<file path="config.mk">
export PLATFORM = sky130hd
export DESIGN_NAME = per_rx_fifo
export DESIGN_NICKNAME = d
export VERILOG_FILES = /design/src/rtl/per_rx_fifo.sv
export SDC_FILE = /design/constraint.sdc
export NUM_CORES = 1
export LEC_CHECK = 0
export CAP_MARGIN = 0
export CORE_ASPECT_RATIO = 1.25
export CORE_MARGIN = 2
export CORE_UTILIZATION = 50
export DETAILED_ROUTE_END_ITERATION = 10
export GPL_ROUTABILITY_DRIVEN = 0
export PLACE_DENSITY_LB_ADDON = 0.1
export SLEW_MARGIN = 10
export SYNTH_ARGS = -nofsm -noshare
export SYNTH_HDL_FRONTEND = slang
export SYNTH_SLANG_ARGS = --single-unit
</file>
<file path="constraint.sdc">
create_clock -name clk_per -period 6.2 [get_ports clk_per]
set_clock_uncertainty 0.05 [all_clocks]
set_input_delay 0.62 -clock clk_per [delete_from_list [all_inputs] [get_ports clk_per]]
set_output_delay 0.62 -clock clk_per [all_outputs]
set_load 0.01 [all_outputs]
</file>
<file path="src/rtl/per_rx_fifo.sv">
// Receive FIFO behind the peripheral SEND/DATA link input: queues link words, hands them to the
// core through a first-word-fall-through valid/ready port, and reports per-word ACK and sticky overflow.
module per_rx_fifo #(
  parameter int DATA_W = 32,
  parameter int DEPTH  = 4,
  parameter int ADDR_W = 2
) (
  input  logic              clk_per,
  input  logic              rst_per,
  input  logic              SEND_per,
  input  logic [DATA_W-1:0] inputData_per,
  output logic              outACK_per,
  output logic              outOVF_per,
  output logic [DATA_W-1:0] outDATA_per,
  output logic              outVALID_per,
  input  logic              inREADY_per,
  output logic [ADDR_W:0]   outCOUNT_per
);

  typedef enum logic [1:0] {
    EMPTY   = 2'd0,
    PARTIAL = 2'd1,
    FULL    = 2'd2
  } fifoState_t;

  localparam logic [ADDR_W:0]   CNT_ZERO = {(ADDR_W+1){1'b0}};
  localparam logic [ADDR_W:0]   CNT_ONE  = (ADDR_W+1)'(1);
  localparam logic [ADDR_W:0]   CNT_LAST = (ADDR_W+1)'(DEPTH - 1);
  localparam logic [ADDR_W-1:0] PTR_ONE  = ADDR_W'(1);

  logic [DATA_W-1:0] mem_r [DEPTH];
  logic [ADDR_W-1:0] wrPtr_r;
  logic [ADDR_W-1:0] rdPtr_r;
  logic [ADDR_W:0]   count_r;
  logic [ADDR_W:0]   countNext_s;
  fifoState_t        state_r;
  fifoState_t        stateNext_s;
  logic              pop_s;
  logic              push_s;
  logic              drop_s;
  logic              ackR_r;
  logic              ovf_r;

  // A full FIFO still takes a word when the head leaves in the same cycle, hence READY feeds push.
  assign pop_s  = outVALID_per & inREADY_per;
  assign push_s = SEND_per & ((state_r != FULL) | pop_s);
  assign drop_s = SEND_per & (state_r == FULL) & ~pop_s;

  assign outDATA_per  = mem_r[rdPtr_r];
  assign outVALID_per = (count_r != CNT_ZERO);
  assign outCOUNT_per = count_r;
  assign outACK_per   = ackR_r;
  assign outOVF_per   = ovf_r;

  // Occupancy arithmetic: simultaneous push and pop leave the count unchanged.
  always_comb begin
    countNext_s = count_r;
    case ({push_s, pop_s})
      2'b10:   countNext_s = count_r + CNT_ONE;
      2'b01:   countNext_s = count_r - CNT_ONE;
      default: countNext_s = count_r;
    endcase
  end

  // Fill-level state tracking; only push-only or pop-only cycles move between levels.
  always_comb begin
    stateNext_s = state_r;
    case (state_r)
      EMPTY: begin
        if (push_s) begin
          stateNext_s = PARTIAL;
        end else begin
          stateNext_s = EMPTY;
        end
      end
      PARTIAL: begin
        if (push_s && !pop_s && (count_r == CNT_LAST)) begin
          stateNext_s = FULL;
        end else if (pop_s && !push_s && (count_r == CNT_ONE)) begin
          stateNext_s = EMPTY;
        end else begin
          stateNext_s = PARTIAL;
        end
      end
      FULL: begin
        if (pop_s && !push_s) begin
          stateNext_s = PARTIAL;
        end else begin
          stateNext_s = FULL;
        end
      end
      default: stateNext_s = EMPTY;
    endcase
  end

  // Storage, pointers and link status; reset overrides any push or pop in the same cycle.
  always_ff @(posedge clk_per) begin
    if (rst_per) begin
      for (int i = 0; i < DEPTH; i++) begin
        mem_r[i] <= {DATA_W{1'b0}};
      end
      wrPtr_r <= {ADDR_W{1'b0}};
      rdPtr_r <= {ADDR_W{1'b0}};
      count_r <= CNT_ZERO;
      state_r <= EMPTY;
      ackR_r  <= 1'b0;
      ovf_r   <= 1'b0;
    end else begin
      if (push_s) begin
        mem_r[wrPtr_r] <= inputData_per;
        wrPtr_r        <= wrPtr_r + PTR_ONE;
      end
      if (pop_s) begin
        rdPtr_r <= rdPtr_r + PTR_ONE;
      end
      count_r <= countNext_s;
      state_r <= stateNext_s;
      ackR_r  <= push_s;
      if (drop_s) begin
        ovf_r <= 1'b1;
      end
    end
  end

endmodule

</file>
==> reports/results.tsv <==
metric	value	unit
status	completed	
cts_setup_buffers	0	
met3_usage	0.0506	
numPortBuffers	73	
cts_resized	0	
yosysWarnings	0	
synth-adder-area-share	0.00977	
fmax	0.292	GHz
regArea	4110	um2
max_slew_margin	0.350	
routed-via-count	3613	
period_share	0.552	
grt_util_met2	0.354	
rsz0062_at_grt	false	
ioPinCount	74	
hp-class	flip-flop to flip-flop	
crit_path_end_kind	flip-flop	
top_usage_layer	met2	
critPathLaunchType	flip-flop	
fin_tns_setup	0	ns
stdcell_area	7900	um2
final-hold-violation-count	0	
synth_top_area_cell	edfxtp_1	
syn_area_per_cell	14.9	um2
required	6.09	ns
synth_top_family_by_area	simple AND/OR/NAND/NOR gates	
synth_compound_area_frac	0.0221	
insertion_delay	0.41	ns
syn_area	6400	um2
antenna_found_initial	0	
yosys.area_share.simple	0.177	
clock_tree.buffer_depth	2	
gr-usage-all-layers	0.197	
use_met1	0.234	
synth-seq-cells	141	
hp-start	outOVF_per$_SDFFE_PP0P_	
ys_types	38	
reg2reg_from	outCOUNT_per[1]$_SDFFE_PP0P_	
holdBufCountCts	0	
cts_buffers	17	
htree_levels	4	
utilization	0.627	
maxSlewViolCount	0	
synth_top_area_frac	0.600	
vdd_ir_drop_max	0.214	mV
hold_slack	0.434	ns
seq_area_frac_synth	0.641	
cts-root-buf	clkbuf_16	
fill_cells	916	
multi_input_area	2080	um2
initial_core_util	0.508	
startpoint	outCOUNT_per[1]$_SDFFE_PP0P_	
area_delta_synth_final	23.4	%
synth.net_count	472	
route.detailed.drc	0	
viasPerCell	5.30	
synthTopCellsByArea	edfxtp_1 (60%), mux4_2 (11%), nor2_1 (5.5%), nor2_4 (5.3%), dfxtp_1 (4.1%)	
dr.pass1.iters	4	
die_w	105	um
drt-initial-drc-count	208	
cp.arrival	3.31	ns
dp_hpwl	7420	um
routed_wl	12600	um
wl_per_cell	18.5	um
fin_nets	542	
std_cell_rows	46	
syn_inst	431	
path_class	flip-flop to flip-flop	
grt_max_degree	35	
cts_sinks	141	
placed_area	7200	um2
setup_viol	0	
fin_crit	3.42	ns
dieHeight	131	um
num_antenna_cells	0	
drtAntennaViolNets	0	
dp.cells	650	
cts.clk_slew.worst_paths	0.06	ns
grt_pass1_wl	20100	um
cts_tree	built	
grt_pass1_vias	3872	
power.density	339	nW/um2
power_leakage	2.75	nW
synth_xor_area_frac	0.00274	
drive_above_1_share	0.239	
core-area	12600	um2
overflow	0	
worst_slew_pin_slew	0.974	ns
synth.area.mux_share	0.113	
drv_cap	0	
crit_fanout	34	
stdcell_count	682	
dieArea	13700	um2
cell usage after synthesis (all sizes together):
master	number
nor2	136
edfxtp	128
nand2b	38
mux4	32
buf	16
dfxtp	13
clkbuf	11
a21oi	8
inv	7
ha	5
nand2	4
nand3	4
nor2b	4
nand4	3
nor3	3
a31oi	2
o211ai	2
o21ai	2
or4	2
xor2	2
a211o	1
a211oi	1
a21o	1
a32oi	1
a41o	1
clkinv	1
nand3b	1
o211a	1
o31ai	1
layout make-up:
class	instances	share of cell area
repair buffers	78	0.0966
inverters	8	0.00444
flip-flops and latches	141	0.520
clock buffers	22	0.0626
multi-input cells	255	0.264
clock inverters	10	0.0261
well taps	168	0.0266
flip-flops by register name, indices dropped and copies added (netlist names), named ones only:
register      count
mem_r           128
outACK_per        1
rdPtr_r           2
state_r           2
outCOUNT_per      3
outOVF_per        1
wrPtr_r           2
kinds of logic after synthesis:
logic type	count (synthesis)
xor gates and xnor gates	2
and+or+nand+nor	195
DFF	141
adders and majority gates	5
AOI/OAI and AO/OA	21
muxes	32
buffers and inverters	35
placed cells by master (no fill, tap or decap), types with 4 or more instances in the layout:
master	n
nand2_1	4
buf_4	5
dfxtp_1	11
nor2_4	30
bufinv_16	6
nor2_1	94
nand3_1	4
inv_1	7
mux4_2	32
clkbuf_8	5
clkdlybuf4s50_1	72
nand2b_1	35
nor2_2	12
edfxtp_1	128
ha_1	5
clkbuf_16	17
a21oi_1	7
metal layers:
metal	vias up	share of wire
met3	9	0.036
li1	1702	-
met2	87	0.54
met4	0	0.0087
met5	-	0
met1	1815	0.42
metrics by stage:
step | setup WS, ns | power [W]
floorplan | 3.41 | 0.00137
global placement | 2.44 | 0.00152
detailed placement | 2.39 | 0.00152
CTS | 2.75 | 0.00270
global route | 2.53 | 0.00277
finish | 2.78 | 0.00268
report_power, final:
| part | switching (W) | total [W] | internal (W) | leakage (nW) |
|---|---|---|---|---|
| Combinational | 0.000184 | 0.000370 | 0.000186 | 0.953 |
| Sequential | 0.0000248 | 0.00113 | 0.00110 | 1.45 |
| Clock | 0.000371 | 0.00118 | 0.000808 | 0.342 |
critical path, cell delays in order, from the launching register on:
cell and delay [ns]:
dfxtp_1 0.33, inv_1 0.13, ha_1 0.21, nor2b_4 0.24, clkinv_4 0.10, a21oi_2 0.21, or4_4 0.14, buf_4 0.73
nand2b_2 0.76
worst paths after layout:
kind,end,slack (ns),cells after the start
max,mem_r[1][11]$_SDFFCE_PN0P_,2.78,8
min,outOVF_per$_SDFFE_PP0P_,0.43,2
max reg2reg,mem_r[1][11]$_SDFFCE_PN0P_,2.78,8
min reg2reg,outOVF_per$_SDFFE_PP0P_,0.43,2
No activity file was read; power rests on OpenSTA's default activity.
